## src/rtl/latch_gate_ctrl.sv

```systemverilog
// latch_gate_ctrl: sequences a write into a downstream level-sensitive latch.
// D is set up with the gate G low, then G is opened for a fixed number of
// cycles, and D is held after G closes before ACK signals completion.
// Optional readback checking of the latch output Q is compiled in only when
// the macro LATCH_GATE_READBACK_EN is defined; otherwise ERR is tied low.
module latch_gate_ctrl #(
    parameter int W         = 1,
    parameter int SETUP_CYC = 1,
    parameter int OPEN_CYC  = 2,
    parameter int HOLD_CYC  = 1
) (
    input  logic         CLK,
    input  logic         RST_N,
    input  logic         REQ,
    input  logic [W-1:0] DIN,
    output logic         BUSY,
    output logic         ACK,
    output logic         G,
    output logic [W-1:0] D,
    input  logic [W-1:0] Q,
    output logic         ERR
);

    // A zero-length phase still occupies one cycle.
    localparam int SETUP_N = (SETUP_CYC < 1) ? 1 : SETUP_CYC;
    localparam int OPEN_N  = (OPEN_CYC  < 1) ? 1 : OPEN_CYC;
    localparam int HOLD_N  = (HOLD_CYC  < 1) ? 1 : HOLD_CYC;
    localparam int MAX_SO  = (SETUP_N > OPEN_N) ? SETUP_N : OPEN_N;
    localparam int MAX_N   = (MAX_SO > HOLD_N) ? MAX_SO : HOLD_N;
    // The counter holds (phase length - 1) down to 0.
    localparam int CW      = (MAX_N > 1) ? $clog2(MAX_N) : 1;

    localparam logic [CW-1:0] SETUP_LD = CW'(SETUP_N - 1);
    localparam logic [CW-1:0] OPEN_LD  = CW'(OPEN_N - 1);
    localparam logic [CW-1:0] HOLD_LD  = CW'(HOLD_N - 1);

    typedef enum logic [2:0] {
        S_IDLE,
        S_SETUP,
        S_OPEN,
        S_HOLD,
        S_DONE
    } state_t;

    state_t          state_q, state_d;
    logic [CW-1:0]   cnt_q,   cnt_d;
    logic [W-1:0]    d_q,     d_d;
    logic            g_q,     g_d;
    logic            busy_q,  busy_d;
    logic            ack_q,   ack_d;

    // Next-state, shared down-counter and data capture; outputs are decoded
    // from the next state so they can be registered without extra latency.
    always_comb begin
        // NOTE: every variable gets a default first so no path leaves it
        // unassigned, which would otherwise infer a latch.
        state_d = state_q;
        cnt_d   = cnt_q;
        d_d     = d_q;
        unique case (state_q)
            S_IDLE: begin
                if (REQ) begin
                    state_d = S_SETUP;
                    cnt_d   = SETUP_LD;
                    d_d     = DIN;
                end
            end
            S_SETUP: begin
                if (cnt_q == '0) begin
                    state_d = S_OPEN;
                    cnt_d   = OPEN_LD;
                end else begin
                    cnt_d = cnt_q - CW'(1);
                end
            end
            S_OPEN: begin
                if (cnt_q == '0) begin
                    state_d = S_HOLD;
                    cnt_d   = HOLD_LD;
                end else begin
                    cnt_d = cnt_q - CW'(1);
                end
            end
            S_HOLD: begin
                if (cnt_q == '0) begin
                    state_d = S_DONE;
                    cnt_d   = '0;
                end else begin
                    cnt_d = cnt_q - CW'(1);
                end
            end
            S_DONE: begin
                state_d = S_IDLE;
            end
            default: begin
                state_d = S_IDLE;
                cnt_d   = '0;
            end
        endcase
        g_d    = (state_d == S_OPEN);
        busy_d = (state_d != S_IDLE);
        ack_d  = (state_d == S_DONE);
    end

    // State, counter and registered outputs; reset closes the gate at once.
    always_ff @(posedge CLK or negedge RST_N) begin
        if (!RST_N) begin
            state_q <= S_IDLE;
            cnt_q   <= '0;
            d_q     <= '0;
            g_q     <= 1'b0;
            busy_q  <= 1'b0;
            ack_q   <= 1'b0;
        end else begin
            // NOTE: non-blocking assignments so every flop samples the values
            // from before this edge, independent of statement order.
            state_q <= state_d;
            cnt_q   <= cnt_d;
            d_q     <= d_d;
            g_q     <= g_d;
            busy_q  <= busy_d;
            ack_q   <= ack_d;
        end
    end

    assign G    = g_q;
    assign D    = d_q;
    assign BUSY = busy_q;
    assign ACK  = ack_q;

`ifdef LATCH_GATE_READBACK_EN
    logic err_q, err_d;

    // Compare the latch output against D on the last open cycle; sticky.
    always_comb begin
        err_d = err_q;
        if ((state_q == S_OPEN) && (cnt_q == '0) && (Q != d_q)) begin
            err_d = 1'b1;
        end
    end

    // Error flag register, cleared only by reset.
    always_ff @(posedge CLK or negedge RST_N) begin
        if (!RST_N) begin
            err_q <= 1'b0;
        end else begin
            err_q <= err_d;
        end
    end

    assign ERR = err_q;
`else
    // Readback disabled: Q is deliberately unused and ERR never asserts.
    logic unused_q;
    assign unused_q = ^Q;
    assign ERR      = 1'b0;
`endif

endmodule

```

## config.mk

```make
export PLATFORM = sky130hd
export DESIGN_NAME = latch_gate_ctrl
export DESIGN_NICKNAME = d
export VERILOG_FILES = /design/src/rtl/latch_gate_ctrl.sv
export SDC_FILE = /design/constraint.sdc
export NUM_CORES = 1
export LEC_CHECK = 0
export ABC_AREA = 1
export BUFFER_PORTS_ARGS = -buffer_cell sky130_fd_sc_hd__buf_2
export CELL_PAD_IN_SITES_DETAIL_PLACEMENT = 1
export CELL_PAD_IN_SITES_GLOBAL_PLACEMENT = 2
export CORE_MARGIN = 2
export CORE_UTILIZATION = 23
export CTS_CLUSTER_DIAMETER = 200
export DETAILED_ROUTE_END_ITERATION = 16
export PLACE_DENSITY_LB_ADDON = 0.1
export SETUP_SLACK_MARGIN = 0.2
export SKIP_LAST_GASP = 1
export SLEW_MARGIN = 15
export SYNTH_ARGS = -nofsm -noshare
export SYNTH_HDL_FRONTEND = slang
export SYNTH_SLANG_ARGS = --single-unit
```

## constraint.sdc

```tcl
create_clock -name CLK -period 1 [get_ports CLK]
set_clock_uncertainty 0.05 [all_clocks]
set_input_delay 0.2 -clock CLK [delete_from_list [all_inputs] [get_ports CLK]]
set_output_delay 0.2 -clock CLK [all_outputs]
set_load 0.005 [all_outputs]
```

==> flow_metrics.py, run 1 <==
metrics = {
    "clock_network": {
        "cts_tree": "done",
        "cts_max_level": 1,
        "root_buffer": "clkbuf_4",
        "clock_sinks": 8,
        "clk_pin_slew_ns": 0.05,
        "clk_latency_ns": 0.26,
        "numCtsBuffers": 3,
        "clk_path_buf_depth": 2,
    },
    "setup_path": {
        "cp_max_fo": 3,
        "cp-end-kind": "register",
        "reg2reg_from": "state_q[0]",
        "cpPeakStageDelay_ns": 0.39,
        "reg2reg_depth": 5,
        "startpoint": "state_q[0]",
        "critPathLaunchType": "register",
        "reg2reg_slack_ns": -0.10,
        "crit_chain": "buf_4 > nand2_1 > nor2_1 > nor2_2 > nand4_1",
        "worst_ep_arrival_time_ns": 1.18,
        "slowest_stage": "dfrtp_1",
        "cp.buffers_inverters": 1,
        "worstReg2RegEnd": "BUSY",
        "required_ns": 1.08,
        "path_class": "register to register",
        "path_delay_family": "flip-flops",
    },
    "timing": {
        "timing.fmax_ghz": 0.9086,
        "hold_viol": 0,
        "rsz0062_at_grt": "true",
        "fin_crit_ns": 1.101,
        "report.final.slew_viol_count": 0,
        "fin_crit_sh_pct": 110.1,
        "layout_setup_ws_ns": -0.1006,
        "finalSetupViolCount": 6,
    },
    "detailed_routing": {
        "top_layer": "met4",
        "routedWlPerCell_um": 10.87,
        "drcViolationCount": 0,
        "routed-via-count": 305,
        "vias_per_cell": 4.357,
        "routed-wl-met2_um": 391,
        "drtPass1Iterations": 1,
        "routed-wl-met3_um": 31,
        "routed_wl_um": 761,
        "m1WireLength_um": 313,
        "antenna_left": 0,
        "drtIter0Drc": 0,
    },
    "grt": {
        "grt_max_degree": 9,
        "grt_pass1_wl_mm": 1.359,
        "grt_pass1_vias": 329,
        "grt.overflow.total": 0,
        "antenna_found_initial": 0,
        "track_usage_pct": 10.76,
    },
    "finish": {
        "final_common_cell": "dfrtp_1",
        "fillers": 171,
        "antenna_cells": 0,
        "syn2layout_area_growth_pct": 37.50,
        "final_nets": 62,
        "fin_util_pct": 35.08,
        "layout_common_cells": "dfrtp_1 (8), nand2_1 (7), buf_2 (7), buf_4 (6), nor2_1 (5)",
        "layout.cells.non_filler": 70,
        "post_route_cells_drive_above_1_share_pct": 41.82,
    },
    "placed_design": {
        "hpwl_um": 578.8,
        "gp_congestion": 0.6959,
        "pre_cts_slack_ns": -0.09417,
        "portBuffers": 7,
        "dp.cells": 61,
    },
    "synth": {
        "yosysTopAreaCell": "dfrtp_1",
        "ys_seq_elements": 8,
        "yosys_warnings": 0,
        "synth_top_area_share_pct": 58.82,
        "synth.area.top_cells": "dfrtp_1 (59%), inv_1 (7.7%), nand2_1 (7.7%)",
        "synth_nets": 44,
        "ys_types": 14,
        "netlist_instances": 39,
        "syn_area_per_cell_um2": 8.726,
        "syn_area_um2": 340.3,
        "ys_seq_area_share_pct": 58.82,
    },
    "floorplanning": {
        "rows": 13,
        "die_w_um": 42.47,
        "die_h_um": 42.47,
        "start_util_pct": 25.52,
        "ios": 10,
        "fp.dieArea_um2": 1803,
        "core_um2": 1334,
    },
    "power_and_ir_drop": {
        "total_leakage_power_nw": 0.2699,
        "vdd_drop_max_mv": 0.8462,
        "power_density_nw_per_um2": 3269,
    },
    "hold_path": {
        "hold_path_end": "D",
        "hold_path_depth": 3,
        "holdCritStartpoint": "DIN",
        "worstHoldPathType": "primary input to register",
    },
    "run_status": {
        "status": "finished with violations",
        "violations": "setup timing",
    },
    "run": {
        "drv_cap": 0,
    },
}
## metrics by stage
| step | power, W | area (µm²) | TNS, ns | hold WS, ns |
|---|---|---|---|---|
| finish | 0.001530 | 467.9 | -0.3059 | 0.1361 |
| detailed placement | 0.001149 | 394.1 | -0.1877 | -0.00006520 |
| global route | 0.001687 | 467.9 | -0.7252 | 0.1403 |
| global placement | 0.001121 | 394.1 | -0.04663 | -0.002241 |
| floorplan | 0.0009365 | 340.3 | 0 | -0.1456 |
| CTS | 0.001491 | 449.2 | -0.2275 | 0.1381 |
## worst reg2reg max path: cells and delay by family, from the launching register on
kind / cells / cell delay, ns
simple gates: 4 / 0.39
buf+inv: 1 / 0.14
flops: 1 / 0.39
## report_power, final
part / leakage, nW / switching (W) / internal [W]
registers: 0.100 / 0.0000739 / 0.000469
logic: 0.156 / 0.000389 / 0.000346
clock network: 0.0138 / 0.000114 / 0.000138
## cell families after synthesis
kind of cell / share of synthesized area [%]
flops: 58.82
other cells: 1.102
buf+inv: 11.03
simple gates: 22.43
compound gates: 6.614
## Yosys cell counts
library cell  number
dfrtp_1            8
inv_1              7
nand2_1            7
nor2_1             5
nand4_1            3
a21oi_1            1
buf_4              1
conb_1             1
inv_2              1
nand2_2            1
nor2_2             1
o21ai_0            1
o21ai_1            1
o21bai_1           1
## how the worst max path moves through the flow
stage	endpoint	slack [ns]	depth (start not counted)
4_1_cts	D	-0.08	4
2_1_floorplan	D	0.09	4
5_1_grt	BUSY	-0.16	5
3_3_place_gp	D	-0.02	4
6_report	BUSY	-0.10	5
3_5_place_dp	D	-0.09	4
## flip-flops by register name (all words and copies together) (netlist names)
register	cells
ACK	1
BUSY	1
D	1
G	1
cnt_q	1
state_q	3
## layer usage
metal	track usage, %	vias up
met3	3.879	3
met5	0	-
met4	7.500	0
li1	-	149
met1	10.85	146
met2	18.15	7
## what timing repair did
item                       in CTS  in global routing
buffers inserted                3                  2
pin swaps                       6                  2
gates resized for setup         1                  1
setup endpoints to repair      12                 12
hold buffers                    1                  0
hold endpoints to repair        8                  0
## final cells by class
class | count | area (µm²) | area share [%]
flip-flops and latches | 8 | 200.2 | 42.78
multi-input cells | 22 | 106.4 | 22.73
repair buffers | 14 | 90.09 | 19.25
inverters | 8 | 30.03 | 6.417
clock buffers | 3 | 22.52 | 4.813
well taps | 15 | 18.77 | 4.011
Note: power is estimated with default switching activity, not from simulation.
==> run 2, diff against run 1 <==
--- a/config.mk
+++ b/config.mk
@@ -9,10 +9,10 @@
 export BUFFER_PORTS_ARGS = -buffer_cell sky130_fd_sc_hd__buf_2
 export CELL_PAD_IN_SITES_DETAIL_PLACEMENT = 1
 export CELL_PAD_IN_SITES_GLOBAL_PLACEMENT = 2
-export CORE_MARGIN = 2
-export CORE_UTILIZATION = 23
+export CORE_AREA = 2 2 39 41
 export CTS_CLUSTER_DIAMETER = 200
 export DETAILED_ROUTE_END_ITERATION = 16
+export DIE_AREA = 0 0 41 43
 export PLACE_DENSITY_LB_ADDON = 0.1
 export SETUP_SLACK_MARGIN = 0.2
 export SKIP_LAST_GASP = 1
==> constraint.sdc (replaced) <==
create_clock -name CLK -period 1.37 [get_ports CLK]
set_clock_uncertainty 0.05 [all_clocks]
set_input_delay 0.274 -clock CLK [delete_from_list [all_inputs] [get_ports CLK]]
set_output_delay 0.274 -clock CLK [all_outputs]
set_load 0.005 [all_outputs]
==> flow_metrics.py, run 2 (synthesis gave the netlist of run 1 again) <==
metrics = {
    "clock_network": {
        "numCtsBuffers": 3,
        "clk_pin_slew_ns": 0.05,
        "clk_path_buf_depth": 2,
        "root_buffer": "clkbuf_4",
        "clk_latency_ns": 0.25,
        "cts_max_level": 1,
        "cts_tree": "done",
        "clock_sinks": 8,
    },
    "setup_path": {
        "cp-end-kind": "output port",
        "path_class": "register to output port",
        "slowest_stage": "dfrtp_1",
        "path_delay_family": "flip-flops",
        "cpPeakStageDelay_ns": 0.37,
        "cp.buffers_inverters": 1,
        "required_ns": 1.05,
        "startpoint": "D",
        "cp_max_fo": 2,
        "reg2reg_from": "state_q[0]",
        "critPathLaunchType": "register",
        "worst-path-stages": 1,
        "crit_chain": "buf_2",
        "reg2reg_depth": 4,
        "worst_ep_arrival_time_ns": 0.75,
    },
    "placed_design": {
        "dp.cells": 61,
        "hpwl_um": 542.6,
        "gp_congestion": 0.6529,
        "portBuffers": 7,
        "pre_cts_slack_ns": 0.3170,
    },
    "finish": {
        "fin_util_pct": 30.38,
        "layout_common_cells": "dfrtp_1 (8), nand2_1 (7), buf_2 (7), inv_1 (6), nor2_1 (5)",
        "final_common_cell": "dfrtp_1",
        "regMostFlops": "state_q",
        "antenna_cells": 0,
        "layout.cells.non_filler": 65,
        "final_nets": 56,
        "largest_reg_flops": 3,
        "post_route_cells_drive_above_1_share_pct": 28.57,
        "fillers": 174,
        "syn2layout_area_growth_pct": 23.53,
    },
    "floorplanning": {
        "die_w_um": 41,
        "rows": 14,
        "ios": 10,
        "die_h_um": 43,
        "start_util_pct": 24.59,
        "fp.dieArea_um2": 1763,
        "core_um2": 1384,
    },
    "timing": {
        "hold_viol": 0,
        "report.final.slew_viol_count": 0,
        "finalSetupViolCount": 0,
        "timing.fmax_ghz": 0.9323,
        "fin_crit_ns": 1.073,
        "layout_setup_ws_ns": 0.2974,
        "rsz0062_at_grt": "false",
        "tns_ns": 0,
        "fin_crit_sh_pct": 78.29,
    },
    "power_and_ir_drop": {
        "switching_share_pct": 39.13,
        "clkPwrFrac_pct": 18.4,
        "power.internal_w": 0.0005915,
        "power_density_nw_per_um2": 2311,
        "power_w": 0.0009718,
        "total_leakage_power_nw": 0.2413,
        "switching_power_w": 0.0003803,
        "seqPwrFrac_pct": 40.7,
        "vdd_drop_max_mv": 0.6492,
        "pwr-share-comb_pct": 40.9,
    },
    "run": {
        "drv_cap": 0,
    },
    "grt": {
        "grt_max_degree": 9,
        "antenna_found_initial": 0,
        "track_usage_pct": 9.451,
        "grt_pass1_wl_mm": 1.055,
        "grt_pass1_vias": 264,
        "grt.overflow.total": 0,
    },
    "detailed_routing": {
        "routed-via-count": 271,
        "drtIter0Drc": 4,
        "vias_per_cell": 4.169,
        "routedWlPerCell_um": 10.35,
        "drtPass1Iterations": 3,
        "antenna_left": 0,
        "drcViolationCount": 0,
        "routed_wl_um": 673,
    },
    "hold_path": {
        "worstHoldPathType": "primary input to register",
        "hold_path_depth": 3,
        "holdCritStartpoint": "DIN",
    },
    "run_status": {
        "status": "finished, final reports clean",
    },
}
[run 2: cell count changes in the layout (fill, tap and decap cells not counted)]
cell,delta
buf_4,-6
inv_1,+2
inv_2,-2
o21ai_0,+1
o21ai_2,-1
[run 2: cell type report]
| class | instances | area, µm² | share of cell area, % |
|---|---|---|---|
| clock buffers | 3 | 22.52 | 5.357 |
| inverters | 8 | 30.03 | 7.143 |
| multi-input cells | 22 | 102.6 | 24.40 |
| flip-flops and latches | 8 | 200.2 | 47.62 |
| well taps | 16 | 20.02 | 4.762 |
| repair buffers | 8 | 45.04 | 10.71 |
[run 2: power by group through the flow]
stage               clock, W  sequential, W  combinational, W
floorplan                  0       0.000398          0.000274
global placement           0       0.000398          0.000391
detailed placement         0       0.000400          0.000405
CTS                 0.000188       0.000396          0.000408
global route        0.000198       0.000406          0.000469
finish              0.000179       0.000396          0.000397
[run 2: path summary, 6_finish.rpt]
| kind | endpoint | slack, ns |
|---|---|---|
| worst min-delay path | D | 0.21 |
| min in group asynchronous | state_q[1] | 0.34 |
| worst max register to register | G | 0.34 |
| worst min register to register | D | 0.45 |
| worst max-delay path | D | 0.30 |
| max in group asynchronous | cnt_q | 0.76 |
[run 2: through the flow]
step                      hold slack, ns  instance area [µm²]
final                             0.2134                420.4
after global placement           0.07540                387.9
after global routing              0.2424                420.4
after detailed placement         0.08245                387.9
after CTS                         0.2108                420.4
after floorplan                 -0.07159                340.3
[run 2: repair_timing]
action / CTS / global route
hold endpoints to repair: 8 / 0
buffers inserted: 0 / 0
hold buffers: 1 / 0
endpoints found under the setup margin: 0 / 2
gates resized for setup: 0 / 1
[run 2: metal layers]
metal | global-route usage [%] | routed length [µm] | vias up
met5 | 0 | 0 | -
met4 | 8.000 | 0 | 0
met3 | 1.571 | 25 | 0
li1 | - | - | 138
met2 | 12.50 | 344 | 4
met1 | 12.71 | 302 | 129
[run 2: worst reg2reg max path: stages (launching register included)]
cell and delay, ns:
dfrtp_1 0.40, inv_1 0.10, nand4_1 0.19, nand2_2 0.13, nor2_1 0.04
==> run 3, diff against run 2 <==
--- a/config.mk
+++ b/config.mk
@@ -5,7 +5,7 @@
 export SDC_FILE = /design/constraint.sdc
 export NUM_CORES = 1
 export LEC_CHECK = 0
-export ABC_AREA = 1
+export ABC_AREA = 0
 export BUFFER_PORTS_ARGS = -buffer_cell sky130_fd_sc_hd__buf_2
 export CELL_PAD_IN_SITES_DETAIL_PLACEMENT = 1
 export CELL_PAD_IN_SITES_GLOBAL_PLACEMENT = 2
==> constraint.sdc (replaced) <==
create_clock -name CLK -period 1 [get_ports CLK]
set_clock_uncertainty 0.05 [all_clocks]
set_input_delay 0.2 -clock CLK [delete_from_list [all_inputs] [get_ports CLK]]
set_output_delay 0.2 -clock CLK [all_outputs]
set_load 0.005 [all_outputs]
==> flow_metrics.py, run 3 <==
metrics = {
    "finish": {
        "regMostFlops": "state_q",
        "largest_reg_flops": 3,
        "final_common_cell": "buf_4",
        "layout_common_cells": "buf_4 (11), buf_2 (7), dfrtp_1 (6), nor2_1 (5), nor3b_2 (4)",
        "fin_util_pct": 44.48,
        "fillers": 157,
        "design_area_um2": 615.6,
        "final_nets": 61,
        "antenna_cells": 0,
        "syn2layout_area_growth_pct": 67.35,
        "post_route_cells_drive_above_1_share_pct": 70.91,
    },
    "synth": {
        "synth_top_area_share_pct": 54.42,
        "netlist_instances": 32,
        "synth.area.top_cells": "dfrtp_1 (54%), nor3b_1 (8.2%), nor2_1 (6.1%)",
        "ys_seq_elements": 8,
        "yosysTopAreaCell": "dfrtp_1",
        "synth_nets": 37,
        "ys_seq_area_share_pct": 54.42,
        "synth_flop_cell": "dfrtp_1",
        "synthArstFlopShare_pct": 100.0,
        "yosys_warnings": 0,
        "syn_area_um2": 367.9,
        "ys_types": 17,
        "yosysMostFrequentCell": "dfrtp_1",
        "syn_area_per_cell_um2": 11.50,
        "synth_edf_count": 0,
        "synth_common_cells": "dfrtp_1 (8), nor2_1 (6), nor3b_1 (4)",
    },
    "timing": {
        "tns_ns": -0.5590,
        "finalSetupViolCount": 9,
        "whs_ns": 0.1185,
        "fin_crit_ns": 1.135,
        "timing.fmax_ghz": 0.8812,
        "rsz0062_at_grt": "true",
        "report.final.slew_viol_count": 0,
        "fin_crit_sh_pct": 113.5,
        "hold_viol": 0,
        "layout_setup_ws_ns": -0.1348,
    },
    "floorplanning": {
        "core_um2": 1384,
        "ios": 10,
        "die_h_um": 43,
        "die_w_um": 41,
        "start_util_pct": 26.58,
        "fp.dieArea_um2": 1763,
        "rows": 14,
    },
    "placed_design": {
        "hpwl_um": 580.7,
        "gp_congestion": 0.7244,
        "portBuffers": 7,
        "placed_area_um2": 475.5,
    },
    "setup_path": {
        "slowest_stage": "dfrtp_1",
        "path_class": "register to register",
        "worst_ep_arrival_time_ns": 1.24,
        "cpPeakStageDelay_ns": 0.38,
        "critPathLaunchType": "register",
        "required_ns": 1.10,
        "cp-end-kind": "register",
        "crit_chain": "nand2b_4 > nor3_4 > mux2_4",
        "cp_max_fo": 2,
    },
    "grt": {
        "grt_pass1_vias": 323,
        "antenna_found_initial": 0,
        "grt_max_degree": 9,
        "track_usage_pct": 13.36,
        "grt_pass1_wl_mm": 1.476,
        "grt.overflow.total": 0,
    },
    "detailed_routing": {
        "drcViolationCount": 0,
        "antenna_left": 0,
        "routed_wl_um": 936,
        "vias_per_cell": 4.479,
        "drtIter0Drc": 4,
        "routedWlPerCell_um": 13.18,
        "drtPass1Iterations": 4,
        "routed-via-count": 318,
    },
    "power_and_ir_drop": {
        "vdd_drop_max_mv": 1.082,
        "total_leakage_power_nw": 0.2905,
        "power_w": 0.001969,
        "power_density_nw_per_um2": 3198,
    },
    "hold_path": {
        "worstHoldPathType": "primary input to register",
    },
    "clock_network": {
        "cts_max_level": 1,
        "root_buffer": "clkbuf_4",
        "numCtsBuffers": 3,
        "clk_path_buf_depth": 2,
        "cts_tree": "done",
        "clk_pin_slew_ns": 0.07,
        "clock_sinks": 8,
        "clk_latency_ns": 0.26,
    },
    "run_status": {
        "status": "finished with violations",
        "violations": "setup timing",
    },
    "run": {
        "drv_cap": 0,
    },
}
-- run 3: final timing paths --
kind | startpoint | endpoint | slack, ns | cells past startpoint
hold reg to reg | D | D | 0.54 | 2
setup / recovery | state_q[2] | D | -0.13 | 3
hold / removal | DIN | D | 0.12 | 2
max in group asynchronous | RST_N | state_q[1] | 0.45 | 2
setup reg to reg | state_q[2] | D | -0.13 | 3
min in group asynchronous | RST_N | state_q[2] | 0.26 | 2
-- run 3: final cells by class --
type                            instances  area, µm²  share of cell area (%)
Multi-Input combinational cell         21      205.2                   33.33
Clock buffer                            4      26.28                   4.268
Sequential cell                         8      202.7                   32.93
Tap cell                               16      20.02                   3.252
Timing Repair Buffer                   22      161.4                   26.22
-- run 3: report_power, final --
group,internal (W),total (W),switching (W)
Combinational,0.000673,0.00109,0.000414
Sequential,0.000469,0.000597,0.000128
Clock,0.000154,0.000285,0.000131
Total,0.00130,0.00197,0.000673
-- run 3: cell families (layout without fill, tap and decap cells) --
| family | after synthesis | in the layout | share of synthesized area, % |
|---|---|---|---|
| other cells | 1 | 1 | 1.019 |
| mux | 1 | 1 | 4.080 |
| buf+inv | 3 | 26 | 6.462 |
| xor+xnor | 1 | 1 | 2.381 |
| flops | 8 | 8 | 54.42 |
| simple gates | 15 | 15 | 25.51 |
| compound gates | 3 | 3 | 6.122 |
-- run 3: worst max-delay path: cells and delay by family (launching register included) --
kind / cells / cell delay [ns]
flops: 1 / 0.38
mux: 1 / 0.31
simple gates: 2 / 0.28
-- run 3: routing by layer --
layer	GRT usage, %	up-vias	part of all wire, %
met5	0	-	0
met4	10.00	0	0.53
met3	3.141	2	6.0
met2	19.69	11	53
met1	15.84	155	41
li1	-	150	-
-- run 3: stage by stage --
stage	worst slack (ns)	std cells
after floorplan	-0.2062	32
after detailed placement	-0.1436	59
final	-0.1348	71
after global routing	-0.1682	71
after CTS	-0.1362	67
after global placement	-0.1258	59
-- run 3: repair_timing --
item,in CTS,in global routing
buffers inserted,3,4
resized for setup,10,2
endpoints found under the setup margin,12,12
hold endpoints to repair,8,0
hold buffers,1,0
pin swaps,5,4
